==> src/rtl/lcd_pkg.sv <==
// lcd_pkg: LCD command bytes, template field positions, hex conversion and FSM state types
package lcd_pkg;
   localparam int CW = 20;
   localparam logic [7:0] CMD_FUNC  = 8'h38;
   localparam logic [7:0] CMD_DISP  = 8'h0C;
   localparam logic [7:0] CMD_ENTRY = 8'h06;
   localparam logic [7:0] CMD_CLEAR = 8'h01;
   localparam logic [7:0] CMD_LINE1 = 8'h80;
   localparam logic [7:0] CMD_LINE2 = 8'hC0;
   localparam logic [4:0] POS_ADDR_HI = 5'd4;
   localparam logic [4:0] POS_ADDR_LO = 5'd5;
   localparam logic [4:0] POS_RW      = 5'd14;
   localparam logic [4:0] POS_DIN_HI  = 5'd20;
   localparam logic [4:0] POS_DIN_LO  = 5'd21;
   localparam logic [4:0] POS_DOUT_HI = 5'd29;
   localparam logic [4:0] POS_DOUT_LO = 5'd30;
   typedef enum logic [2:0] {S_POWERUP, S_INIT, S_LATCH, S_LCMD, S_FETCH, S_WAIT, S_SUBST, S_CHAR} state_t;
   typedef enum logic [1:0] {PH_IDLE, PH_SETUP, PH_EN, PH_HOLD} phase_t;
   function automatic logic [7:0] hex_to_ascii(input logic [3:0] n);
      return (n <= 4'd9) ? 8'h30 + {4'h0, n} : 8'h37 + {4'h0, n};
   endfunction
   function automatic logic [7:0] init_cmd(input logic [1:0] i);
      return (i == 2'd0) ? CMD_FUNC : (i == 2'd1) ? CMD_DISP : (i == 2'd2) ? CMD_ENTRY : CMD_CLEAR;
   endfunction
endpackage

==> src/rtl/lcd_bus_writer.sv <==
// lcd_bus_writer: one LCD bus write - setup cycle, E pulse, settle wait; o_done on the last wait cycle
module lcd_bus_writer
   import lcd_pkg::*;
#(
   parameter int T_EN    = 12,
   parameter int T_CMD   = 2500,
   parameter int T_CLEAR = 82000
) (
   input  logic       clock,
   input  logic       reset,
   input  logic       i_start,
   input  logic       i_rs,
   input  logic [7:0] i_data,
   input  logic       i_long_wait,
   output logic       o_done,
   output logic       o_lcd_rs,
   output logic       o_lcd_e,
   output logic [7:0] o_lcd_data
);
   phase_t r_ph, w_ph_nx;
   logic [CW-1:0] r_cnt, w_cnt_nx, w_wait_last;
   logic r_long, r_e, r_rs;
   logic [7:0] r_data;
   // a start on the done cycle chains straight into the next setup cycle
   always_comb begin
      w_wait_last = r_long ? CW'(T_CLEAR - 1) : CW'(T_CMD - 1);
      o_done = (r_ph == PH_HOLD) && (r_cnt == w_wait_last);
      w_ph_nx = i_start ? PH_SETUP :
                (r_ph == PH_SETUP) ? PH_EN :
                (r_ph == PH_EN && r_cnt == CW'(T_EN - 1)) ? PH_HOLD :
                o_done ? PH_IDLE : r_ph;
      w_cnt_nx = (w_ph_nx != r_ph || r_ph == PH_IDLE) ? '0 : r_cnt + 1'b1;
   end
   always_ff @(posedge clock) begin
      if (reset) begin
         r_ph <= PH_IDLE;
         r_cnt <= '0;
         r_e <= 1'b0;
         r_rs <= 1'b0;
         r_data <= '0;
         r_long <= 1'b0;
      end else begin
         r_ph <= w_ph_nx;
         r_cnt <= w_cnt_nx;
         r_e <= (w_ph_nx == PH_EN);
         if (i_start) begin
            r_rs <= i_rs;
            r_data <= i_data;
            r_long <= i_long_wait;
         end
      end
   end
   assign o_lcd_e = r_e;
   assign o_lcd_rs = r_rs;
   assign o_lcd_data = r_data;
endmodule

==> src/rtl/lcd_status_display.sv <==
// lcd_status_display: initialises a 16x2 LCD then refreshes the template ROM onto it,
// substituting hex fields from a per-frame snapshot of the live bus values.
module lcd_status_display
   import lcd_pkg::*;
#(
   parameter int T_POWERUP = 750000,
   parameter int T_EN      = 12,
   parameter int T_CMD     = 2500,
   parameter int T_CLEAR   = 82000
) (
   input  logic       clock,
   input  logic       reset,
   input  logic [4:0] addr_in,
   input  logic       we_in,
   input  logic [7:0] din_in,
   input  logic [7:0] dout_in,
   output logic [4:0] rom_addr,
   input  logic [7:0] rom_data,
   output logic       lcd_rs,
   output logic       lcd_rw,
   output logic       lcd_e,
   output logic [7:0] lcd_data,
   output logic       ready,
   output logic       frame_done
);
   state_t r_st, w_nx;
   logic [CW-1:0] r_pwr;
   logic [1:0] r_idx;
   logic [4:0] r_pos, r_addr;
   logic r_we, r_ready, r_fd, w_start, w_rs, w_done, w_long;
   logic [7:0] r_din, r_dout, r_rom, w_char, w_byte;
   assign w_char = (r_pos == POS_ADDR_HI) ? hex_to_ascii({3'b0, r_addr[4]}) :
                   (r_pos == POS_ADDR_LO) ? hex_to_ascii(r_addr[3:0]) :
                   (r_pos == POS_RW)      ? (r_we ? 8'h57 : 8'h52) :
                   (r_pos == POS_DIN_HI)  ? hex_to_ascii(r_din[7:4]) :
                   (r_pos == POS_DIN_LO)  ? hex_to_ascii(r_din[3:0]) :
                   (r_pos == POS_DOUT_HI) ? hex_to_ascii(r_dout[7:4]) :
                   (r_pos == POS_DOUT_LO) ? hex_to_ascii(r_dout[3:0]) : r_rom;
   assign w_long = !w_rs && (w_byte == CMD_CLEAR);
   always_comb begin
      w_nx = r_st;
      w_start = 1'b0;
      w_rs = 1'b0;
      w_byte = w_char;
      case (r_st)
         S_POWERUP: if (r_pwr == CW'(T_POWERUP - 1)) begin w_start = 1'b1; w_byte = CMD_FUNC; w_nx = S_INIT; end
         S_INIT:    if (w_done && r_idx != 2'd3) begin w_start = 1'b1; w_byte = init_cmd(r_idx + 2'd1); end
                    else if (w_done) w_nx = S_LATCH;
         S_LATCH:   begin w_start = 1'b1; w_byte = CMD_LINE1; w_nx = S_LCMD; end
         S_LCMD:    if (w_done) w_nx = S_FETCH;
         S_FETCH:   w_nx = S_WAIT;
         S_WAIT:    w_nx = S_SUBST;
         S_SUBST:   begin w_start = 1'b1; w_rs = 1'b1; w_nx = S_CHAR; end
         S_CHAR:    if (w_done && r_pos == 5'd15) begin w_start = 1'b1; w_byte = CMD_LINE2; w_nx = S_LCMD; end
                    else if (w_done) w_nx = (r_pos == 5'd31) ? S_LATCH : S_FETCH;
         default:   w_nx = S_POWERUP;
      endcase
   end
   always_ff @(posedge clock) begin
      if (reset) begin
         r_st <= S_POWERUP;
         r_pwr <= '0;
         r_idx <= '0;
         r_pos <= '0;
         r_ready <= 1'b0;
         r_fd <= 1'b0;
         r_addr <= '0;
         r_we <= 1'b0;
         r_din <= '0;
         r_dout <= '0;
         r_rom <= '0;
      end else begin
         r_st <= w_nx;
         r_pwr <= (r_st == S_POWERUP) ? r_pwr + 1'b1 : '0;
         r_idx <= (r_st == S_INIT && w_done) ? r_idx + 2'd1 : r_idx;
         r_pos <= (r_st == S_LATCH) ? '0 : (r_st == S_CHAR && w_done) ? r_pos + 5'd1 : r_pos;
         r_ready <= r_ready | (r_st == S_INIT && w_done && r_idx == 2'd3);
         r_fd <= (r_st == S_CHAR) && w_done && (r_pos == 5'd31);
         if (r_st == S_WAIT) r_rom <= rom_data;
         if (r_st == S_LATCH) begin
            r_addr <= addr_in;
            r_we <= we_in;
            r_din <= din_in;
            r_dout <= dout_in;
         end
      end
   end
   lcd_bus_writer #(.T_EN(T_EN), .T_CMD(T_CMD), .T_CLEAR(T_CLEAR)) u_writer (
      .clock(clock),
      .reset(reset),
      .i_start(w_start),
      .i_rs(w_rs),
      .i_data(w_byte),
      .i_long_wait(w_long),
      .o_done(w_done),
      .o_lcd_rs(lcd_rs),
      .o_lcd_e(lcd_e),
      .o_lcd_data(lcd_data)
   );
   assign rom_addr = r_pos;
   assign lcd_rw = 1'b0;
   assign ready = r_ready;
   assign frame_done = r_fd;
endmodule
==> config.mk <==
export PLATFORM = sky130hd
export DESIGN_NAME = lcd_status_display
export DESIGN_NICKNAME = d
export VERILOG_FILES = /design/src/rtl/lcd_pkg.sv /design/src/rtl/lcd_bus_writer.sv /design/src/rtl/lcd_status_display.sv
export SDC_FILE = /design/constraint.sdc
export NUM_CORES = 1
export LEC_CHECK = 0
export BUFFER_PORTS_ARGS = -buffer_cell sky130_fd_sc_hd__buf_2
export CAP_MARGIN = 20
export CELL_PAD_IN_SITES_DETAIL_PLACEMENT = 0
export CELL_PAD_IN_SITES_GLOBAL_PLACEMENT = 2
export CORE_ASPECT_RATIO = 1.75
export CORE_UTILIZATION = 35
export DETAILED_ROUTE_END_ITERATION = 10
export GPL_TIMING_DRIVEN = 0
export PLACE_DENSITY = 0.89
export RECOVER_POWER = 25
export SYNTH_ARGS = -nofsm -noshare
export SYNTH_HDL_FRONTEND = slang
export SYNTH_SLANG_ARGS = --single-unit
==> constraint.sdc <==
create_clock -name clock -period 3.5 [get_ports clock]
set_clock_uncertainty 0.15 [all_clocks]
set_input_delay 0.7 -clock clock [delete_from_list [all_inputs] [get_ports clock]]
set_output_delay 0.7 -clock clock [all_outputs]
set_load 0.05 [all_outputs]
After elaboration in Yosys (flattened, before gate mapping)
Index checks and enable logic that the tools add are counted.
{"block": "classes", "n_bitwise": 2, "n_mux": 38, "reduce_logical": 19, "n_lt_le_gt_ge": 5, "eq_ne": 34, "add_sub_neg": 15}
{"cell": "$mux 8", "count": 10}
{"cell": "$add 6x4->7 const A", "count": 10}
{"cell": "$add 20x1->20 const B", "count": 2}
{"cell": "$mux 7", "count": 5}
{"cell": "$pmux 8 s4", "count": 1}
{"cell": "$mux 3", "count": 9}
{"cell": "$eq 5x5->1 const B", "count": 5}
{"cell": "$pmux 3 s8", "count": 1}
{"cell": "$eq 20x20->1", "count": 1}
{"cell": "$eq 20x20->1 const B", "count": 1}
{"cell": "$eq 20x4->1 const B", "count": 1}
{"cell": "$le 4x4->1 const B", "count": 5}
{"cell": "$mux 17", "count": 1}
{"cell": "$eq 3x3->1 const B", "count": 4}
{"cell": "$eq 2x2->1 const B", "count": 5}
{"cell": "$eq 5x3->1 const B", "count": 2}
{"cell": "$eq 5x4->1 const B", "count": 2}
{"cell": "$ne 2x2->1 const B", "count": 5}
{"cell": "$logic_and 1x1->1", "count": 9}
{"cell": "$eq 8x1->1 const B", "count": 1}
{"cell": "$mux 2", "count": 4}
{"cell": "$reduce_or 2->1", "count": 4}
{"cell": "$add 6x1->7 const A", "count": 1}
{"cell": "$eq 3x2->1 const B", "count": 2}
{"cell": "other kinds (17)", "count": 22}
{"block": "word_totals", "output_inout_bits": 18, "ff_bits": 95, "in_bits": 32}

Logic depth before layout (Yosys ltp)
Gate-level depths: netlist of run 1.
{"block": "depth", "word_depth": 13, "mapped_depth": 11, "mapped_depth_nobuf": 9}

By module
From an unflattened synthesis of run 1, not the netlist that was laid out.
{"block": "hier_totals", "cells_unflattened": 644, "area_unflattened_um2": 5261.3}
{"mod": "lcd_status_display", "cells_per_inst": 487, "seq_area_each_um2": 1241.2, "area_per_inst_um2": 3826.2, "n_inst": 1}
{"mod": "lcd_bus_writer", "cells_per_inst": 157, "seq_area_each_um2": 660.6, "area_per_inst_um2": 1435.1, "n_inst": 1}

Worst setup path after synthesis of run 1
OpenSTA, ideal clock, no wires.
{"block": "synth_timing", "path_kind": "register to register", "startpoint": "reg r_pos[0], in the netlist rom_addr[0]", "endpoint": "reg u_writer.r_cnt[10]", "period_less_slack_ns": 2.731, "n_path_buf": 2, "setup_ns": 0.064, "t_arrival_ns": 2.517, "setup_slack_ns": 0.769, "path_stages_with_launch": 11, "cell_sequence": "dfxtp_1 ha_1 and3_1 ha_1 a31o_2 a31o_2 buf_4 a2111o_1 a21o_1 buf_2 nor2_1"}
{"block": "synth_via", "elab_chain_len": 8}
{"item": "start, declared", "line": "lcd_status_display.sv:29", "rtl": "logic [4:0] r_pos, r_addr;"}
{"item": "start signal, assigned", "line": "lcd_status_display.sv:76", "rtl": "r_pos <= (r_st == S_LATCH) ? '0 : (r_st == S_CHAR && w_done) ? r_pos + 5'd1 : r_pos;"}
{"item": "$eq 5x4->1", "line": "lcd_status_display.sv:54", "rtl": "S_CHAR: if (w_done && r_pos == 5'd15) begin w_start = 1'b1; w_byte = CMD_LINE2; w_nx = S_LCMD; end"}
{"item": "$logic_and 1x1->1", "line": "lcd_status_display.sv:54"}
{"item": "$mux 1", "line": "lcd_status_display.sv:54"}
{"item": "$pmux 1 s4", "line": "lcd_status_display.sv:45", "rtl": "case (r_st)"}
{"item": "$mux 2", "line": "lcd_bus_writer.sv:28", "rtl": "w_ph_nx = i_start ? PH_SETUP :"}
{"item": "$ne 2x2->1", "line": "lcd_bus_writer.sv:32", "rtl": "w_cnt_nx = (w_ph_nx != r_ph || r_ph == PH_IDLE) ? '0 : r_cnt + 1'b1;"}
{"item": "$logic_or 1x1->1", "line": "lcd_bus_writer.sv:32"}
{"item": "$reduce_or 2->1 (no line)"}
{"item": "end signal, assigned", "line": "lcd_bus_writer.sv:44", "rtl": "r_cnt <= w_cnt_nx;"}
{"item": "end, declared", "line": "lcd_bus_writer.sv:21", "rtl": "logic [CW-1:0] r_cnt, w_cnt_nx, w_wait_last;"}
No other way between the ends.
A chain may end at the register's enable or synchronous reset.

Final worst setup path of run 1
{"block": "layout_timing", "startpoint": "reg r_pos[1], in the netlist rom_addr[1]", "endpoint": "reg u_writer.r_data[4], in the netlist u_writer.o_lcd_data[4]"}
{"block": "layout_via", "elab_chain_len": 10, "elab_cells_between_ends": 22, "cone_classes": "eq/ne (8); mux (13); reduce/logical (1)"}
{"item": "$eq 5x5->1", "line": "lcd_status_display.sv:38", "rtl": "(r_pos == POS_DOUT_LO) ? hex_to_ascii(r_dout[3:0]) : r_rom;"}
{"item": "$mux 8", "line": "lcd_status_display.sv:38"}
{"item": "$mux 8", "line": "lcd_status_display.sv:37", "rtl": "(r_pos == POS_DOUT_HI) ? hex_to_ascii(r_dout[7:4]) :"}
{"item": "$mux 8", "line": "lcd_status_display.sv:36", "rtl": "(r_pos == POS_DIN_LO) ? hex_to_ascii(r_din[3:0]) :"}
{"item": "$mux 8", "line": "lcd_status_display.sv:35", "rtl": "(r_pos == POS_DIN_HI) ? hex_to_ascii(r_din[7:4]) :"}
{"item": "$mux 8", "line": "lcd_status_display.sv:34", "rtl": "(r_pos == POS_RW) ? (r_we ? 8'h57 : 8'h52) :"}
{"item": "$mux 8", "line": "lcd_status_display.sv:33", "rtl": "(r_pos == POS_ADDR_LO) ? hex_to_ascii(r_addr[3:0]) :"}
{"item": "$mux 8", "line": "lcd_status_display.sv:32", "rtl": "assign w_char = (r_pos == POS_ADDR_HI) ? hex_to_ascii({3'b0, r_addr[4]}) :"}
{"item": "$mux 8, on equally long branches", "line": "lcd_status_display.sv:54, lcd_status_display.sv:46, lcd_status_display.sv:47"}
{"item": "$pmux 8 s4", "line": "lcd_status_display.sv:45"}
{"item": "end signal, assigned", "line": "lcd_bus_writer.sv:48", "rtl": "r_data <= i_data;"}
{"item": "end, declared", "line": "lcd_bus_writer.sv:23", "rtl": "logic [7:0] r_data;"}
Several ways; a longest one is shown, not always the timed one.

==> summary.txt, run 1 <==
Status
  • Status: finished clean

Global route
  • Vias in the first global route: 4633
  • Largest net degree at the start of global routing: 17
  • Overall routing resource usage: 19.0%
  • First-pass GRT wire length: about 22000 µm
  • Global route overflow: 0
  • Antenna violations before repair: 0

Synth
  • Seq cells post-synth: between 90 and 100
  • Synth Area per Inst: between 8 and 9 µm²
  • Syn Nets: 681
  • Multiplexer share of the synthesized area: 2.18%
  • Post-synth cell types: 69
  • Post-synthesis sequential area ratio: 37.3%
  • Synth Area in Compound Gates: between 10% and 20%
  • XOR/XNOR Fraction of Synth Area: under 10%
  • Asr flop ratio synth: 0%
  • Synthesized cell area: 0.00510 mm²
  • Post-synth EDFFs: 0
  • Largest family of logic cells by synthesized area: simple AND/OR/NAND/NOR gates
  • Mapped Cells: 627
  • Simple-gate portion of the synthesized area: 25.8%
  • Adder-cell share of the synthesized area: 5.40%
  • Top_reg_cell synth: dfxtp_1
  • Synth warn: 0

Floorplan
  • DIE AREA: 0.0151 mm²
  • Die X-Extent: 93.2 µm
  • Ports: 50
  • Starting Density: 35.7%
  • Vert. Die Dim: 162 µm
  • Core area: around 0.014 mm²
  • Floorplan row count: 58

Power
  • PD cells: 371 mW/mm²
  • Leakage: roughly 2.2 nW
  • VDD IR-drop max: about 0.21 mV

Critical path
  • Reg2Reg Depth: 11
  • Worst r2r dst: u_writer.o_lcd_data[4]
  • Worst path arrival time: 2.99 ns
  • Reg-to-reg startpoint: rom_addr[1]
  • Worst EP required: between 3 and 4 ns
  • Cell Chain, Critical Path: inv_1, ha_1, clkbuf_1, and4_1, clkbuf_1, a31oi_1, o21ai_0, o211ai_1, o2111ai_1, a31o_2, a211oi_1
  • Critical path endpoint category: flop
  • Setup Crit Path Kind: flop to flop
  • FF-to-FF setup slack: 0.63 ns
  • Critical path's slowest cell: dfxtp_1
  • Critical Path Max Stage Delay: 0.46 ns
  • Largest delay share family, worst path: compound AO/OA/AOI/OAI gates
  • CP Max Fanout: 8
  • Crit path top cell by count: clkbuf_1
  • Setup crit start kind: flop
  • Buf/Inv on CP: 3

Routing
  • Starting DRC count in detailed routing: 205
  • Vias per Instance: about 5.2
  • DRT Pass-1 Iters: 5
  • Via count: 4551
  • Drt wl/cell: around 16 µm
  • Post-route ant nets: 0
  • Drt total wl: 13700 µm
  • Residual DRC count: 0

Clock network
  • CTS buffer count: 9
  • Bufs on Longest Clock Path: 2
  • Hold Buf Count CTS: 0
  • Worst-skew pair later-pin latency: 0.35 ns
  • Htree depth: 3
  • Root Driver: clkbuf_16
  • Clk sinks: 95
  • Post-CTS setup buffers: 0
  • CTS clk-pin slew, worst paths: 0.07 ns
  • CTS tree: done
  • Post-CTS Resized: 0

Timing
  • Fmax: 0.348 GHz
  • Hold Vio Cnt, Final: 0
  • Fin crit share: between 80 and 90%
  • WHS: roughly 0.3 ns
  • Number of max-slew violations in the final report: 0
  • RSZ-0062 raised after global routing: no
  • Final Critical Period: 2.87 ns
  • Measured slew at the worst slew-check pin: 0.680 ns
  • Worst slew margin: a little over half
  • Final setup fails: 0
  • Setup ws final: 0.630 ns
  • Total negative slack: 0 ns

Run
  • MaxCap Viol Count: 0

Worst hold path
  • Hold path start: r_pwr[0]
  • Hold path cells: 1
  • Class of the tightest hold or removal check: flop to flop
  • Worst Hold End: r_pwr[0]

Layout
  • Share of post-route cells with drive strength above 1: approximately 12%
  • Reg area: 0.00190 mm²
  • Fillers: 1504
  • Area occupied by multi-input gates: 0.00288 mm²
  • Syn-to-layout area delta: 14.9%
  • Ant. Diodes: 0
  • Layout Nets: 739

Place
  • Gp weighted congestion: between 0.9 and 1
  • Hpwl dp: 10800 µm
  • Number of buffers added on ports: 47
  • Setup Slack @ Placement: between 0.7 and 0.8 ns
[how the worst max path moves through the flow]
| stage | start | slack [ns] | to | depth (start not counted) |
|---|---|---|---|---|
| after floorplan | rom_addr[0] | 0.77 | u_writer.r_cnt[10] | 10 |
| after global placement | rom_addr[1] | 0.74 | u_writer.o_lcd_data[4] | 11 |
| after detailed placement | rom_addr[0] | 0.70 | u_writer.o_lcd_data[3] | 9 |
| after CTS | rom_addr[0] | 0.68 | u_writer.o_lcd_data[3] | 9 |
| after global routing | rom_addr[0] | 0.46 | u_writer.o_lcd_data[3] | 9 |
| final | rom_addr[1] | 0.63 | u_writer.o_lcd_data[4] | 11 |
[stage by stage]
step / area (µm²) / cells / utilization, % / power [mW]
6_report: 5860 / 870 / 41.0 / 2.17
5_1_grt: 5860 / 870 / 41.0 / 2.24
4_1_cts: 5880 / 870 / 41.1 / 2.19
3_5_place_dp: 5560 / 854 / 38.9 / 1.16
3_3_place_gp: 5560 / 854 / 38.9 / 1.16
2_1_floorplan: 5100 / 627 / - / 1.13
[final cells by class]
| type | instances | area share [%] |
|---|---|---|
| plain buffers | 36 | 3.44 |
| clock buffers | 11 | 4.31 |
| clock inverters | 5 | 1.09 |
| inverters | 30 | 1.92 |
| multi-input cells | 466 | 49.2 |
| flip-flops and latches | 95 | 32.5 |
| well taps | 180 | 3.84 |
| repair buffers | 47 | 3.76 |
[synthesized netlist by cell type, types with 3 or more instances]
cell      instances  share of area [%]
o21ai_0          26                2.6
ha_1             22                5.4
a21o_1            3               0.44
nor4b_1           3               0.52
nor2_1           90                6.6
and3b_1           3               0.52
or3_1             3               0.37
dfxtp_1          95                 37
a21oi_1          41                4.0
nor3_1            9               0.88
a31o_2            3               0.52
nand4_1          15                1.8
inv_1            30                2.2
mux2i_1          10                2.0
and3_1            9                1.1
nand2_1          77                5.7
and4_1            7                1.2
clkbuf_2          3               0.29
buf_6             6                1.3
a311oi_1          3               0.52
o31ai_1           3               0.44
clkbuf_1         20                1.5
xnor2_1          18                3.1
a221oi_1          3               0.52
a31oi_1           7               0.86
xor2_1           27                4.6
nor4_1            3               0.37
buf_4             4               0.59
buf_2             3               0.29
nand4b_1          7                1.2
a211oi_1          6               0.88
nand3_1          21                2.1
o211ai_1          4               0.59
[state kept, by name (all words and copies together) (netlist names)]
signal,flops
frame_done,1
r_addr,5
r_din,8
r_dout,8
r_idx,2
r_pwr,20
r_rom,8
r_st,3
r_we,1
ready,1
rom_addr,5
u_writer.o_lcd_data,8
u_writer.o_lcd_e,1
u_writer.o_lcd_rs,1
u_writer.r_cnt,20
u_writer.r_long,1
u_writer.r_ph,2
[placed cells by master, fill, tap and decap left out, types with 3 or more instances in the layout]
| cell type | n |
|---|---|
| a211oi_1 | 6 |
| a21o_1 | 3 |
| a21oi_1 | 41 |
| a221oi_1 | 3 |
| a311oi_1 | 3 |
| a31o_2 | 3 |
| a31oi_1 | 7 |
| and3_1 | 9 |
| and3b_1 | 3 |
| and4_1 | 7 |
| buf_2 | 38 |
| buf_4 | 4 |
| buf_6 | 6 |
| clkbuf_1 | 33 |
| clkbuf_16 | 9 |
| dfxtp_1 | 95 |
| ha_1 | 22 |
| inv_1 | 30 |
| mux2i_1 | 10 |
| nand2_1 | 77 |
| nand3_1 | 21 |
| nand4_1 | 15 |
| nand4b_1 | 7 |
| nor2_1 | 90 |
| nor3_1 | 9 |
| nor4_1 | 3 |
| nor4b_1 | 3 |
| o211ai_1 | 4 |
| o21ai_0 | 26 |
| o31ai_1 | 3 |
| or3_1 | 3 |
| xnor2_1 | 18 |
| xor2_1 | 27 |
[power breakdown]
part           total (mW)  internal [mW]  switching, mW
Clock                1.04          0.598          0.443
Sequential           1.09           1.08        0.00214
Combinational      0.0484         0.0201         0.0283
Total                2.17           1.70          0.473
[routing by layer]
layer  GRT usage [%]  routed length [µm]  vias to the layer above
met5               0                   0                        -
met4            11.1                 556                        0
met3            3.09                 457                       36
met2            36.9                7690                      106
met1            18.3                5030                     2120
li1                -                   -                     2289
[kinds of logic after synthesis]
group,Yosys count
buf+inv,66
simple gates,266
compound gates,121
xor+xnor,45
flops,95
fa+ha+maj,22
other cells,1
mux,11
Power figures use the tool's default switching activity.
==> run 2, diff against run 1 <==
==> constraint.sdc (replaced) <==
create_clock -name clock -period 2.9 [get_ports clock]
set_clock_uncertainty 0.15 [all_clocks]
set_input_delay 0.58 -clock clock [delete_from_list [all_inputs] [get_ports clock]]
set_output_delay 0.58 -clock clock [all_outputs]
set_load 0.05 [all_outputs]
==> run 2 against run 1 <==
First-iteration DRC count is 8.8% lower; worst setup slack worse by 0.45 ns; die area stayed put; maximum frequency is 5.6% higher; sequential share of layout area is 0.085 points higher; critical path depth is 1 lower; combinational power is 20% higher; non-clock buffer count is 1 lower; sequential cell count stayed put; hold slack hardly changed; register-to-register slack worse by 0.45 ns; core utilization is 0.052 points lower; largest cell class unchanged.
==> summary.txt, run 2 (same netlist as run 1, synthesis figures left out) <==
Layout
  • Largest regs: r_pwr x20, u_writer.r_cnt x20
  • Layout Nets: between 700 and 800
  • Ant. Diodes: 0
  • Fillers: 1505
  • Share of post-route cells with drive strength above 1: 11.2%
  • Fin area: 0.00585 mm²
  • Commonest non-fill, non-tap cell in the layout: dfxtp_1
  • Finished Layout Cells: 869
  • Syn-to-layout area delta: 14.8%
  • Most frequent cells in the layout: dfxtp_1, nor2_1, nand2_1
  • Reg area: 0.00190 mm²
  • Area occupied by multi-input gates: 0.00288 mm²

Floorplan
  • Vert. Die Dim: 162 µm
  • Starting Density: 35.7%
  • Floorplan row count: 58
  • Ports: 50
  • Core area: ~0.014 mm²
  • Die X-Extent: 93.2 µm
  • DIE AREA: 0.0151 mm²

Timing
  • Setup ws final: 0.181 ns
  • Worst slew margin: 56.8%
  • Final setup fails: 0
  • Hold Vio Cnt, Final: 0
  • Fin crit share: 93.7%
  • RSZ-0062 raised after global routing: no
  • Number of max-slew violations in the final report: 0
  • Final Critical Period: 2.72 ns
  • Measured slew at the worst slew-check pin: 0.648 ns
  • Fmax: 0.368 GHz
  • Total negative slack: 0 ns

Power
  • PD cells: 448 mW/mm²
  • Leakage: 2.14 nW
  • Total Power: about 2.6 mW
  • VDD IR-drop max: 0.250 mV

Critical path
  • Critical Path Max Stage Delay: 0.36 ns
  • Worst EP required: roughly 3.0 ns
  • Critical path's slowest cell: dfxtp_2
  • Critical path endpoint category: flop
  • Cell Chain, Critical Path: ha_1, and3_1, ha_1, a31o_2, a31o_2, buf_4, a2111o_1, a21o_1, buf_2, nor2_1
  • Setup crit start kind: flop
  • Worst path arrival time: between 2 and 3 ns
  • Setup Crit Path Kind: flop to flop
  • CP Max Fanout: 10

Routing
  • Residual DRC count: 0
  • DRT Pass-1 Iters: 4
  • Metal-1 WL: around 5000 µm
  • Drt total wl: approximately 14000 µm
  • Vias per Instance: about 5.2
  • Metal2 WL: 7570 µm
  • Post-route ant nets: 0
  • Highest routed layer: met4
  • DR WL met3: 417 µm
  • Via count: 4558
  • Drt wl/cell: between 15 and 20 µm
  • Starting DRC count in detailed routing: 187

Run
  • MaxCap Viol Count: 0

Place
  • Hpwl dp: 10800 µm
  • Setup Slack @ Placement: 0.103 ns
  • Gp weighted congestion: 0.960
  • Cell count after placement: 854
  • Placed standard-cell area: 0.00556 mm²
  • Number of buffers added on ports: 47

Clock network
  • Root Driver: clkbuf_16
  • CTS buffer count: 9
  • Hold Buf Count CTS: 0
  • Clk sinks: 95
  • Bufs on Longest Clock Path: 2
  • Htree depth: 3
  • CTS clk-pin slew, worst paths: 0.07 ns
  • CTS tree: done
  • Worst-skew pair later-pin latency: 0.35 ns

Global route
  • First-pass GRT wire length: 22400 µm
  • Global route overflow: 0
  • Overall routing resource usage: 19.0%
  • Largest net degree at the start of global routing: 17
  • Antenna violations before repair: 0
  • Vias in the first global route: ~4600

Worst hold path
  • Class of the tightest hold or removal check: flop to flop

Status
  • Status: finished clean
run 2: power by group:
| group | total [mW] | switching [mW] | internal (mW) |
|---|---|---|---|
| clock | 1.25 | 0.531 | 0.722 |
| sequential | 1.31 | 0.00259 | 1.31 |
| combinational | 0.0579 | 0.0337 | 0.0243 |
| total | 2.62 | 0.567 | 2.05 |
run 2: worst max-delay path: cells and delay by family (launching register included):
family          cells  cell delay, ns
flops               1            0.36
simple gates        2            0.33
fa+ha+maj           2            0.46
buf+inv             2            0.36
compound gates      4            0.98
run 2: path summary, 6_finish.rpt:
path	start	to	slack, ns	cells past startpoint
worst max-delay path	rom_addr[0]	u_writer.r_cnt[10]	0.18	10
worst min-delay path	r_pwr[0]	r_pwr[0]	0.30	1
worst min register to register	r_pwr[0]	r_pwr[0]	0.30	1
worst max register to register	rom_addr[0]	u_writer.r_cnt[10]	0.18	10
run 2: repair_timing:
item,CTS,global route
setup endpoints to repair,0,7
resized for setup,0,3
endpoints found under the hold margin,0,0
buffers inserted,0,0
run 2: stage by stage:
step,hold WS [ns],util (%)
2_1_floorplan,0.268,-
3_3_place_gp,0.277,38.9
3_5_place_dp,0.289,38.9
4_1_cts,0.301,41.1
5_1_grt,0.310,40.9
6_report,0.300,40.9
run 2: area by class of cell:
class,instances,area share [%]
clock buffers,11,4.32
multi-input cells,466,49.2
repair buffers,47,3.66
flip-flops and latches,95,32.5
plain buffers,35,3.38
inverters,30,1.92
clock inverters,5,1.09
well taps,180,3.85
run 2: metal layers:
metal / up-vias / track usage, %
li1: 2296 / -
met2: 102 / 36.9
met1: 2120 / 18.3
met5: - / 0
met4: 0 / 11.1
met3: 40 / 3.09
